===== config.mk =====
export PLATFORM = sky130hd
export DESIGN_NAME = div_arbiter
export DESIGN_NICKNAME = d
export VERILOG_FILES = /design/src/rtl/div_arbiter.sv
export SDC_FILE = /design/constraint.sdc
export NUM_CORES = 1
export LEC_CHECK = 0
export CAP_MARGIN = 20
export CORE_UTILIZATION = 38
export CTS_BUF_LIST = sky130_fd_sc_hd__clkbuf_4 sky130_fd_sc_hd__clkbuf_8 sky130_fd_sc_hd__clkbuf_16
export DETAILED_ROUTE_END_ITERATION = 16
export PLACE_DENSITY = 0.78
export REMOVE_ABC_BUFFERS = 1
export SLEW_MARGIN = 20
export SYNTH_ARGS = -nofsm -noshare
export SYNTH_HDL_FRONTEND = slang
export SYNTH_SLANG_ARGS = --single-unit
export TNS_END_PERCENT = 10

===== constraint.sdc =====
create_clock -name clk -period 2.79 [get_ports clk]
set_input_delay 0.837 -clock clk [delete_from_list [all_inputs] [get_ports clk]]
set_output_delay 0.837 -clock clk [all_outputs]
set_load 0.01 [all_outputs]

===== src/rtl/div_arbiter.sv =====
// Round-robin arbiter/sequencer sharing one restoring divider between N_REQ requesters.
// Optional WAIT watchdog enabled by defining DIV_ARB_TIMEOUT_EN.
module div_arbiter #(
    parameter int N_REQ   = 2,
    parameter int WIDTH   = 4,
    parameter int TIMEOUT = 32
) (
    input  logic                         clk,
    input  logic                         rst_n,
    input  logic [N_REQ-1:0]             req_valid,
    input  logic [N_REQ*WIDTH-1:0]       req_x,
    input  logic [N_REQ*WIDTH-1:0]       req_y,
    output logic [N_REQ-1:0]             req_ready,
    output logic [N_REQ-1:0]             resp_valid,
    input  logic [N_REQ-1:0]             resp_ready,
    output logic [WIDTH-1:0]             resp_q,
    output logic [WIDTH-1:0]             resp_r,
    output logic                         resp_err,
    output logic                         div_go,
    output logic [WIDTH-1:0]             div_x,
    output logic [WIDTH-1:0]             div_y,
    input  logic                         div_done,
    input  logic [WIDTH-1:0]             div_q,
    input  logic [WIDTH-1:0]             div_r,
    output logic                         div_rst,
    output logic                         busy,
    output logic [$clog2(N_REQ)-1:0]     grant_id
);

    localparam int GW = $clog2(N_REQ);

    generate
        if (N_REQ < 2 || N_REQ > 4 || WIDTH < 1 || TIMEOUT < 1) begin : g_bad_cfg
            $error("div_arbiter: unsupported parameter set");
        end
    endgenerate

    typedef enum logic [1:0] {
        S_IDLE   = 2'd0,
        S_LAUNCH = 2'd1,
        S_WAIT   = 2'd2,
        S_RESP   = 2'd3
    } state_t;

    state_t               r_state;
    state_t               w_next;
    logic [GW-1:0]        r_rr_ptr;
    logic [GW-1:0]        r_g;
    logic [WIDTH-1:0]     r_x;
    logic [WIDTH-1:0]     r_y;
    logic [WIDTH-1:0]     r_q;
    logic [WIDTH-1:0]     r_r;
    logic                 r_err;

    logic                 w_found;
    logic [GW-1:0]        w_pick;
    logic [GW:0]          w_sum;
    logic                 w_accept;
    logic                 w_done;
    logic                 w_expire;
    logic                 w_handshake;
    logic [WIDTH-1:0]     w_x_arr [N_REQ];
    logic [WIDTH-1:0]     w_y_arr [N_REQ];

    genvar gi;
    generate
        for (gi = 0; gi < N_REQ; gi++) begin : g_unpack
            assign w_x_arr[gi] = req_x[gi*WIDTH +: WIDTH];
            assign w_y_arr[gi] = req_y[gi*WIDTH +: WIDTH];
        end
    endgenerate

    // First valid requester at or above rr_ptr, wrapping back to 0.
    always_comb begin
        w_found = 1'b0;
        w_pick  = '0;
        w_sum   = '0;
        for (int k = 0; k < N_REQ; k++) begin
            w_sum = {1'b0, r_rr_ptr} + (GW+1)'(k);
            if (w_sum >= (GW+1)'(N_REQ)) begin
                w_sum = w_sum - (GW+1)'(N_REQ);
            end
            if (!w_found && req_valid[w_sum[GW-1:0]]) begin
                w_found = 1'b1;
                w_pick  = w_sum[GW-1:0];
            end
        end
    end

`ifdef DIV_ARB_TIMEOUT_EN
    localparam int CW = $clog2(TIMEOUT + 1);
    logic [CW-1:0] r_cnt;

    always_ff @(posedge clk or negedge rst_n) begin
        if (!rst_n) begin
            r_cnt <= '0;
        end else if (r_state == S_LAUNCH) begin
            r_cnt <= '0;
        end else if (r_state == S_WAIT) begin
            r_cnt <= r_cnt + CW'(1);
        end
    end

    // A done arriving in the expiry cycle takes priority over the watchdog.
    assign w_expire = (r_state == S_WAIT) && !div_done && (r_cnt == CW'(TIMEOUT - 1));
`else
    assign w_expire = 1'b0;
`endif

    assign div_rst = ~rst_n | w_expire;

    always_ff @(posedge clk or negedge rst_n) begin
        if (!rst_n) begin
            r_state <= S_IDLE;
        end else begin
            r_state <= w_next;
        end
    end

    always_comb begin
        w_next      = r_state;
        req_ready   = '0;
        resp_valid  = '0;
        div_go      = 1'b0;
        w_accept    = 1'b0;
        w_done      = 1'b0;
        w_handshake = 1'b0;
        case (r_state)
            S_IDLE: begin
                if (w_found && rst_n) begin
                    req_ready = N_REQ'(1) << w_pick;
                    w_accept  = 1'b1;
                    w_next    = (w_y_arr[w_pick] == '0) ? S_RESP : S_LAUNCH;
                end
            end
            S_LAUNCH: begin
                div_go = 1'b1;
                w_next = S_WAIT;
            end
            S_WAIT: begin
                if (div_done) begin
                    w_done = 1'b1;
                    w_next = S_RESP;
                end else if (w_expire) begin
                    w_next = S_RESP;
                end
            end
            S_RESP: begin
                resp_valid = N_REQ'(1) << r_g;
                if (resp_ready[r_g]) begin
                    w_handshake = 1'b1;
                    w_next      = S_IDLE;
                end
            end
            default: w_next = S_IDLE;
        endcase
    end

    always_ff @(posedge clk or negedge rst_n) begin
        if (!rst_n) begin
            r_rr_ptr <= '0;
            r_g      <= '0;
            r_x      <= '0;
            r_y      <= '0;
            r_q      <= '0;
            r_r      <= '0;
            r_err    <= 1'b0;
        end else begin
            if (w_accept) begin
                r_g <= w_pick;
                r_x <= w_x_arr[w_pick];
                r_y <= w_y_arr[w_pick];
                if (w_y_arr[w_pick] == '0) begin
                    r_q   <= '0;
                    r_r   <= '0;
                    r_err <= 1'b1;
                end
            end
            if (w_done) begin
                r_q   <= div_q;
                r_r   <= div_r;
                r_err <= 1'b0;
            end else if (w_expire) begin
                r_q   <= '0;
                r_r   <= '0;
                r_err <= 1'b1;
            end
            if (w_handshake) begin
                r_rr_ptr <= (r_g == GW'(N_REQ - 1)) ? '0 : r_g + GW'(1);
            end
        end
    end

    assign div_x    = r_x;
    assign div_y    = r_y;
    assign resp_q   = r_q;
    assign resp_r   = r_r;
    assign resp_err = r_err;
    assign busy     = (r_state != S_IDLE);
    assign grant_id = r_g;

endmodule


==> results.sh, run 1 <==
export IMPL_outcome="finished, final reports clean"
export IMPL_num_antenna_cells=0
export IMPL_synthesis_area_per_instance_um2=9.40
export IMPL_ant_nets=0
export IMPL_cp_arrival_ns=1.90
export IMPL_drt_iter0_markers=10
export IMPL_timing_reg2reg_worst_path_depth=7
export IMPL_worstSetupEndpointType="output port"
export IMPL_pin_count_of_the_biggest_net_entering_global_routing=23
export IMPL_ir_drop_v=0.000503
export IMPL_worst_skew_pair_late_latency_ns=0.30
export IMPL_power_share_switching_pct=36.3
export IMPL_switching_power_mw=0.518
export IMPL_max_slew_worst_pin_slew_ns=0.380
export IMPL_fin_worst_skew_ns=0.00342
export IMPL_grt_setup_unrepaired="no"
export IMPL_area_growth_pct=64.0
export IMPL_max_freq_mhz=365
export IMPL_total_nets_final=210
export IMPL_share_of_layout_cells_above_drive_strength_1_pct=10.3
export IMPL_synth_area_top_cells="sky130_fd_sc_hd__dfrtp_1, sky130_fd_sc_hd__nand2_1, sky130_fd_sc_hd__mux2i_1"
export IMPL_post_synthesis_cell_type_with_the_largest_combined_area="sky130_fd_sc_hd__dfrtp_1"
export IMPL_route_detailed_drc=0
export IMPL_fin_cells=204
export IMPL_final_replace_weighted_congestion=0.771
export IMPL_dieHeight_um=54.4
export IMPL_grt_ovfl_total=0
export IMPL_number_of_antenna_violations_at_the_first_check_in_global_routing=0
export IMPL_mappedNetlistArea_um2=1040
export IMPL_max_cap_violations=0
export IMPL_port_buffer_count=55
export IMPL_synth_yosys_seq_area_share_pct=50.4
export IMPL_dp_final_hpwl_mm=2.15
export IMPL_vias_in_the_first_global_route=930
export IMPL_crit_path_max_fanout=22
export IMPL_drt_pre_antenna_iters=4
export IMPL_route_detailed_wl_per_inst_um=13.3
export IMPL_dp_cells=200
export IMPL_detail_route_vias_per_cell=4.92
export IMPL_routed_wl_mm=2.70
export IMPL_final_max_slew_violation_count=0
export IMPL_die_w_um=54.4
export IMPL_htree_depth=1
export IMPL_cp_start_kind="input port"
export IMPL_floorplan_io_pins=56
export IMPL_path_clk_slew_ns=0.11
export IMPL_grt_pass1_wl_mm=4.02
export IMPL_timing_final_hold_violations=0
export IMPL_share_seq_of_total_power_pct=36.7
export IMPL_holdPathStages=2
export IMPL_slew_headroom_pct=74.6
export IMPL_clock_sinks=21
export IMPL_cts_inserted_buffers=3
export IMPL_clockRootBuffer="sky130_fd_sc_hd__clkbuf_4"
export IMPL_static_leakage_nw=0.799
export IMPL_cts_tree="built"
export IMPL_ys_seq_elements=21
export IMPL_final_min_clock_period_ns=2.74
export IMPL_internal_power_consumption_mw=0.910
export IMPL_dieArea_um2=2960
export IMPL_finalSetupViolCount=0
export IMPL_detailroute_via_count=1003
export IMPL_clock_power_share_pct=10.1
export IMPL_fin_worst_hold_slack_ns=0.500
export IMPL_cts_repair_timing_setup_buffer_count=0
export IMPL_syn_inst=111
export IMPL_critical_path_required_ns=1.95
export IMPL_period_share_pct=98.2
export IMPL_comb_power_share_pct=53.2
export IMPL_final_fill_count=219
export IMPL_post_synth_num_cell_types=24
export IMPL_core_area_um2=2540
export IMPL_count_of_standard_cell_rows=18
export IMPL_hold_buffers=0
export IMPL_max_clock_path_buffers=2
export IMPL_synth_warning_count=0
export IMPL_yosys_area_top_type_share_pct=50.4
export IMPL_worstSetupPathType="input port to output port"
export IMPL_hold_class="flop to flop"
export IMPL_start_util_pct=41.0
export IMPL_power_per_cell_area_nw_per_um2=835
export IMPL_grt_util_all_layers_pct=19.6
-- per-stage QoR --
step | area, um2 | utilization [%] | TNS, ns | power [mW] | worst slack, ns
after floorplan | 1030 | - | 0 | 0.856 | 0.386
after global placement | 1670 | 65.6 | -1.25 | 1.26 | -0.500
after detailed placement | 1670 | 65.6 | -1.33 | 1.29 | -0.562
after CTS | 1700 | 66.8 | -0.0110 | 1.44 | -0.0110
after global routing | 1710 | 67.3 | 0 | 1.53 | 0.00305
final | 1710 | 67.3 | 0 | 1.43 | 0.0507
-- cells by family after synthesis --
group	share of synthesized area, %
flip-flops	50.4
buffers and inverters	2.76
adder cells (fa/ha/maj)	4.80
multiplexers	8.63
AND/OR/NAND/NOR	18.9
AO/OA/AOI/OAI	14.5
-- flip-flops by register name, indices dropped and copies added, names as in the netlist --
register,flops
div_x,4
div_y,4
resp_q,4
resp_r,4
r_state,2
grant_id,1
r_rr_ptr,1
resp_err,1
-- layout by cell type (no fill, tap or decap) --
| master | count |
|---|---|
| sky130_fd_sc_hd__a21o_1 | 1 |
| sky130_fd_sc_hd__nor2_2 | 1 |
| sky130_fd_sc_hd__inv_1 | 4 |
| sky130_fd_sc_hd__or2_4 | 1 |
| sky130_fd_sc_hd__clkinv_2 | 1 |
| sky130_fd_sc_hd__nor2b_1 | 2 |
| sky130_fd_sc_hd__o21ai_2 | 1 |
| sky130_fd_sc_hd__nor3b_4 | 1 |
| sky130_fd_sc_hd__and3_1 | 1 |
| sky130_fd_sc_hd__a211oi_1 | 1 |
| sky130_fd_sc_hd__dlymetal6s2s_1 | 2 |
| sky130_fd_sc_hd__clkbuf_4 | 3 |
| sky130_fd_sc_hd__buf_4 | 6 |
| sky130_fd_sc_hd__o21a_1 | 1 |
| sky130_fd_sc_hd__o21ai_0 | 16 |
| sky130_fd_sc_hd__clkdlybuf4s50_1 | 50 |
| sky130_fd_sc_hd__nand2_1 | 29 |
| sky130_fd_sc_hd__a21oi_2 | 1 |
| sky130_fd_sc_hd__o21ai_1 | 1 |
| sky130_fd_sc_hd__a21oi_1 | 5 |
| sky130_fd_sc_hd__ha_1 | 4 |
| sky130_fd_sc_hd__a211o_1 | 1 |
| sky130_fd_sc_hd__nor4_1 | 1 |
| sky130_fd_sc_hd__buf_2 | 2 |
| sky130_fd_sc_hd__or4_1 | 1 |
| sky130_fd_sc_hd__dfrtp_1 | 21 |
| sky130_fd_sc_hd__buf_8 | 1 |
| sky130_fd_sc_hd__nand2b_1 | 1 |
| sky130_fd_sc_hd__nor2_1 | 1 |
| sky130_fd_sc_hd__nand3_1 | 1 |
| sky130_fd_sc_hd__mux2i_1 | 9 |
| sky130_fd_sc_hd__dlygate4sd2_1 | 1 |
| sky130_fd_sc_hd__and2_1 | 2 |
-- cell type report --
cell class,count,area (um2),area share (%)
clock buffer,3,22.5,1.32
clock inverter,1,5.00,0.292
inverter,4,15.0,0.877
multi-input combinational,83,502,29.3
sequential,21,526,30.7
tap,30,37.5,2.19
timing repair buffer,62,604,35.3
-- cell usage after synthesis, drive strengths merged --
cell     n
a211o    1
a211oi   1
a21o     1
a21oi    6
and2     2
and3     1
buf      3
dfrtp   21
ha       4
inv      4
mux2i    9
nand2   29
nand2b   1
nand3    1
nor2     2
nor2b    2
nor3b    1
nor4     1
o21a     1
o21ai   18
or2      1
or4      1
-- power by group through the flow --
| stage | Combinational, mW | Sequential (mW) | Clock, mW |
|---|---|---|---|
| 4_1_cts | 0.765 | 0.525 | 0.151 |
| 2_1_floorplan | 0.281 | 0.575 | 0 |
| 3_3_place_gp | 0.731 | 0.527 | 0 |
| 6_report | 0.759 | 0.525 | 0.145 |
| 5_1_grt | 0.829 | 0.540 | 0.158 |
| 3_5_place_dp | 0.761 | 0.529 | 0 |
-- metal layers --
layer / track usage (%) / share of wire (%) / up-vias
met2: 34.8 / 47 / 46
met4: 6.41 / 0.33 / 0
met1: 23.7 / 44 / 452
met3: 3.61 / 8.0 / 2
li1: - / - / 503
met5: 0 / 0 / -
-- worst max-delay path, stage by stage --
cell	delay, ns
sky130_fd_sc_hd__dlygate4sd2_1	0.29
sky130_fd_sc_hd__buf_8	0.19
sky130_fd_sc_hd__inv_1	0.06
sky130_fd_sc_hd__clkdlybuf4s50_1	0.52
-- final timing paths --
| check | start | endpoint | slack (ns) |
|---|---|---|---|
| min in group asynchronous | rst_n | div_y[1] | 0.68 |
| worst max register to register | r_state[1] | resp_r[1] | 0.79 |
| max in group asynchronous | rst_n | div_x[2] | 1.95 |
| worst min register to register | div_y[2] | div_y[2] | 0.50 |
| worst min-delay path | div_y[2] | div_y[2] | 0.50 |
| worst max-delay path | rst_n | div_rst | 0.05 |
-- repair_timing --
item,CTS,global route
gates cloned,0,0
gates resized for setup,14,4
setup endpoints to repair,3,2
Note: power is estimated with default switching activity, not from simulation.
==> inputs of run 2 (changes only) <==
CAP_MARGIN = default   (was 20)
PLACE_DENSITY = 0.81   (was 0.78)
==> run 2 against run 1 <==
Against the previous run: clock power about the same; core utilization decreased by 0.44 points; combinational power fell by 1%; non-clock buffer count did not move; highest routed layer unchanged; worst hold slack worse by 0.014 ns; sequential cell count is the same; total power fell by 0.64%; wire length fell by 0.63%.
==> results.sh, run 2 (synthesized netlist as in run 1, its figures left out) <==
export IMPL_cp_start_kind="input port"
export IMPL_timing_final_hold_violations=0
export IMPL_dieArea_um2=2960
export IMPL_timing_reg2reg_worst_path_depth=7
export IMPL_drt_pre_antenna_iters=4
export IMPL_vias_in_the_first_global_route=940
export IMPL_slew_headroom_pct=75.3
export IMPL_fin_cells=204
export IMPL_hold_path_endpoint="div_x[2]"
export IMPL_max_freq_mhz=365
export IMPL_critical_path_required_ns=1.95
export IMPL_num_antenna_cells=0
export IMPL_number_of_antenna_violations_at_the_first_check_in_global_routing=0
export IMPL_static_leakage_nw=0.783
export IMPL_drt_iter0_markers=11
export IMPL_clock_sinks=21
export IMPL_total_nets_final=210
export IMPL_count_of_standard_cell_rows=18
export IMPL_clockRootBuffer="sky130_fd_sc_hd__clkbuf_4"
export IMPL_core_area_um2=2540
export IMPL_r2r_slack_ns=0.84
export IMPL_cts_tree="built"
export IMPL_max_cap_violations=0
export IMPL_finalSetupViolCount=0
export IMPL_cts_inserted_buffers=3
export IMPL_route_detailed_wl_per_inst_um=13.2
export IMPL_final_min_clock_period_ns=2.74
export IMPL_port_buffer_count=55
export IMPL_dieHeight_um=54.4
export IMPL_r2r_start="r_state[0]"
export IMPL_hold_class="flop to flop"
export IMPL_regToRegEndpoint="resp_q[1]"
export IMPL_floorplan_io_pins=56
export IMPL_crit_path_max_fanout=22
export IMPL_outcome="finished, final reports clean"
export IMPL_die_w_um=54.4
export IMPL_grt_util_all_layers_pct=20.0
export IMPL_final_fill_count=211
export IMPL_grt_setup_unrepaired="no"
export IMPL_final_max_slew_violation_count=0
export IMPL_cp_buffers_inverters=4
export IMPL_critical_path_top_delay_family="buffers and inverters"
export IMPL_routed_wl_mm=2.69
export IMPL_dp_cells=200
export IMPL_ir_drop_v=0.000617
export IMPL_hold_buffers=0
export IMPL_min_delay_start="div_x[2]"
export IMPL_dp_final_hpwl_mm=2.18
export IMPL_cpPeakStageDelay_ns=0.52
export IMPL_detailroute_via_count=1030
export IMPL_final_replace_weighted_congestion=0.806
export IMPL_start_util_pct=41.0
export IMPL_worstPathCellList="dlygate4sd2_1 > buf_8 > inv_1 > clkdlybuf4s50_1"
export IMPL_worstSetupEndpointType="output port"
export IMPL_crit_path_top_delay_cell="sky130_fd_sc_hd__clkdlybuf4s50_1"
export IMPL_pin_count_of_the_biggest_net_entering_global_routing=23
export IMPL_max_slew_worst_pin_slew_ns=0.370
export IMPL_final_common_cell="sky130_fd_sc_hd__clkdlybuf4s50_1"
export IMPL_path_clk_slew_ns=0.11
export IMPL_placed_area_um2=1670
export IMPL_share_of_layout_cells_above_drive_strength_1_pct=9.77
export IMPL_worstSetupPathType="input port to output port"
export IMPL_grt_ovfl_total=0
export IMPL_worst_skew_pair_late_latency_ns=0.30
export IMPL_power_per_cell_area_nw_per_um2=835
export IMPL_total_power_mw=1.42
export IMPL_period_share_pct=98.2
export IMPL_ant_nets=0
export IMPL_utilization_pct=66.8
export IMPL_route_detailed_drc=0
export IMPL_area_growth_pct=62.9
export IMPL_final_cell_mix="sky130_fd_sc_hd__clkdlybuf4s50_1, sky130_fd_sc_hd__nand2_1, sky130_fd_sc_hd__dfrtp_1"
export IMPL_fin_worst_skew_ns=0.00867
export IMPL_cts_repair_timing_setup_buffer_count=0
export IMPL_grt_pass1_wl_mm=4.13
export IMPL_fin_worst_hold_slack_ns=0.486
export IMPL_cp_arrival_ns=1.90
export IMPL_htree_depth=1
export IMPL_holdPathStages=2
export IMPL_detail_route_vias_per_cell=5.05
export IMPL_stdcell_area_um2=1700
export IMPL_max_clock_path_buffers=2
## run 2: what timing repair did
| action | 4_1_cts | 5_1_grt |
|---|---|---|
| gates resized for setup | 16 | 1 |
| setup endpoints to repair | 3 | 1 |
| pin swaps | 0 | 0 |
## run 2: layout make-up
cell class / count / area [um2] / area share, %
clock buffer: 3 / 22.5 / 1.32
clock inverter: 1 / 5.00 / 0.294
inverter: 4 / 15.0 / 0.883
multi-input combinational: 83 / 498 / 29.3
sequential: 21 / 526 / 30.9
tap: 30 / 37.5 / 2.21
timing repair buffer: 62 / 597 / 35.1
## run 2: stage by stage
stage / setup TNS (ns) / worst slack (ns)
final: 0 / 0.0514
after global routing: 0 / 0.000929
after CTS: 0 / 0.0430
after detailed placement: -1.36 / -0.559
after global placement: -1.24 / -0.502
after floorplan: 0 / 0.386
## run 2: worst max path at each step
| stage | from | to | slack (ns) | cells past startpoint |
|---|---|---|---|---|
| 2_1_floorplan | req_valid[0] | req_ready[0] | 0.39 | 3 |
| 3_3_place_gp | rst_n | req_ready[0] | -0.50 | 5 |
| 3_5_place_dp | rst_n | req_ready[1] | -0.56 | 5 |
| 4_1_cts | rst_n | div_rst | 0.04 | 4 |
| 5_1_grt | rst_n | div_rst | 0.0009 | 4 |
| 6_report | rst_n | div_rst | 0.05 | 4 |
## run 2: worst register-to-register path, cell delays in order (launching register included)
cell	delay (ns)
sky130_fd_sc_hd__dfrtp_1	0.44
sky130_fd_sc_hd__inv_1	0.10
sky130_fd_sc_hd__ha_1	0.19
sky130_fd_sc_hd__inv_1	0.08
sky130_fd_sc_hd__or2_4	0.27
sky130_fd_sc_hd__buf_4	0.20
sky130_fd_sc_hd__nor3b_4	0.36
sky130_fd_sc_hd__o21ai_0	0.18
## run 2: per-layer routing
metal | global-route usage (%) | share of wire (%)
met5 | 0 | 0
met4 | 10.3 | 2.0
met3 | 2.22 | 7.6
met2 | 33.1 | 46
met1 | 25.6 | 45
## run 2: where the power goes
part | leakage, nW | total [mW] | switching, mW | internal (mW)
Clock | 0.0177 | 0.142 | 0.0885 | 0.0533
Sequential | 0.261 | 0.530 | 0.0912 | 0.439
Combinational | 0.505 | 0.748 | 0.331 | 0.417
==> patch, RTL diff (config.mk and constraints of run 1) <==
Put one more register stage on the output `resp_err`, without a reset. The value now appears one clock later. The other outputs are not delayed to match.
--- a/src/rtl/div_arbiter.sv
+++ b/src/rtl/div_arbiter.sv
@@ -196,5 +196,7 @@
     assign resp_q   = r_q;
     assign resp_r   = r_r;
-    assign resp_err = r_err;
+    always_ff @(posedge clk) begin
+        resp_err <= r_err;
+    end
     assign busy     = (r_state != S_IDLE);
     assign grant_id = r_g;
Behaviour: not the same (a bounded check fails within 4 cycles, from zero or initial values and one cycle with rst_n low).
==> patch against run 1 <==
  * Sequential cell count rose by 1
  * Design area rose by 1.1%
  * Clock skew rose by 0.0072 ns
  * Setup slack improved by 0.091 ns
  * Total power rose by 1.6%
  * Sequential power rose by 4.8%
  * Global-route usage rose by 1.0 points
  * Synthesized area rose by 1.9%
  * Routed wire length rose by 2.1%
  * Critical path type unchanged
  * Critical endpoint is now req_ready[0]
==> patch: results (changes against run 1) <==
Status
  • Outcome: complete, no violations

Placement
  • GP Congestion: 0.731 (-5.2%)
  • DP Area: 1690 µm² (+1.2%)
  • Dpl cells: 201 (+0.50%)
  • Port Buffers: 55 (unchanged)
  • DP HPWL: 2290 µm (+6.6%)

Global route
  • Initial antenna violation count: 0 (unchanged)
  • Total global-route track usage: 20.6% (+1.0 points)
  • Global-route wire length before repair: 4240 µm (+5.7%)
  • Largest net degree at the start of global routing: 23 (unchanged)
  • Vias in the first global route: 957 (+2.9%)

Synthesis
  • Register area share after synthesis: 51.3% (+0.93 points)
  • Count of cell types in the netlist: 25 (+4.2%)
  • Synth warn: 0 (unchanged)
  • Asr flop ratio synth: 95.5% (-4.5 points)
  • Commonest cells post-synth: nand2_1 (29), dfrtp_1 (21), o21ai_0 (17)
  • Ranking of synthesized cells by area: dfrtp_1 (49%), nand2_1 (10%), mux2i_1 (8.5%)
  • Post-Syn Instances: 112 (+0.90%)

Pwr
  • IR drop worst, VDD: 0.547 mV (+8.8%)
  • Switching share of power: 35.2% (-1.1 points)
  • Leakage power: 0.804 nW (+0.59%)
  • Seq pwr share: 37.9% (+1.2 points)
  • Clock network fraction of design power: 10.5% (+0.4 points)

Clock network
  • Clock buffer count from CTS: 3 (unchanged)
  • Setup Buffers After CTS: 0 (unchanged)
  • Clock tree buffer depth: 2 (unchanged)
  • Worst-path clk slew: 0.10 ns
  • Worst-skew pair later-pin latency: 0.30 ns (about the same)
  • # resized after CTS: 16 (+2)
  • Clk root buf: clkbuf_4
  • H-tree depth: 1 (unchanged)

Timing
  • Fin Clk Skew: 0.0106 ns (+0.00717 ns)
  • Slew @ Worst Pin: 0.379 ns (-0.00133 ns)

Routing
  • DRT iter0 DRCs: 11 (+1)
  • Routed WL: 2760 µm (+2.1%)
  • Routed len/inst: 13.5 µm (+1.6%)
  • DRT Pass-1 Iters: 4 (unchanged)
  • Vias per cell: 4.91 (about the same)

Final layout
  • Fin nets: 211 (+0.48%)
  • Diode count: 0 (unchanged)
  • Layout cells sized above 1: 9.71% (-0.63 points)

Worst setup path
  • Critical-path maximum fanout: 3 (-86%)
  • WP data arrival: 1.81 ns (-0.09 ns)

Min path
  • Min-Delay Path Class: register to register
-- patch: final timing paths --
kind                             from            to  slack (ns)  depth (start not counted)
setup / recovery                rst_n  req_ready[0]        0.14                          5
hold / removal                  r_err      resp_err        0.38                          0
setup reg to reg           r_state[0]     resp_r[1]        0.81                          7
hold reg to reg                 r_err      resp_err        0.38                          0
max in group asynchronous       rst_n         r_err        1.93                          2
min in group asynchronous       rst_n      div_y[1]        0.71                          2
-- patch: per-layer routing --
metal | up-vias | wire length (µm) | track usage (%)
li1 | 511 | - | -
met3 | 4 | 224 | 4.10
met5 | - | 0 | 0
met4 | 0 | 42 | 8.75
met2 | 48 | 1260 | 35.3
met1 | 444 | 1240 | 25.1
-- patch: area by class of cell --
type | instances | area [µm²]
Multi-Input combinational cell | 83 | 498
Timing Repair Buffer | 62 | 604
Tap cell | 30 | 37.5
Inverter | 4 | 15.0
Clock buffer | 4 | 30.0
Fill cell | 232 | 837
Sequential cell | 22 | 546
-- patch: stage by stage --
step           utilization, %  setup slack [ns]  power, mW  setup TNS (ns)  hold WS, ns
6_report                 67.4             0.142       1.45               0        0.383
3_3_place_gp             65.8            -0.497       1.28           -1.25        0.354
2_1_floorplan               -             0.386      0.877               0        0.348
4_1_cts                  67.0            0.0228       1.46               0        0.385
3_5_place_dp             65.8            -0.652       1.31           -1.55        0.361
5_1_grt                  67.4            0.0764       1.56               0        0.398
-- patch: worst max-delay path, cell delays in order --
cell and delay [ns]:
dlygate4sd2_1 0.32, o21ai_2 0.12, or2_4 0.26, a21oi_1 0.12, buf_2 0.15
-- patch: cell families after synthesis --
family	after synthesis	share of synthesized area, %
adder cells (fa/ha/maj)	4	4.71
buffers and inverters	7	2.71
AO/OA/AOI/OAI	28	14.2
flip-flops	22	51.3
AND/OR/NAND/NOR	42	18.6
multiplexers	9	8.47
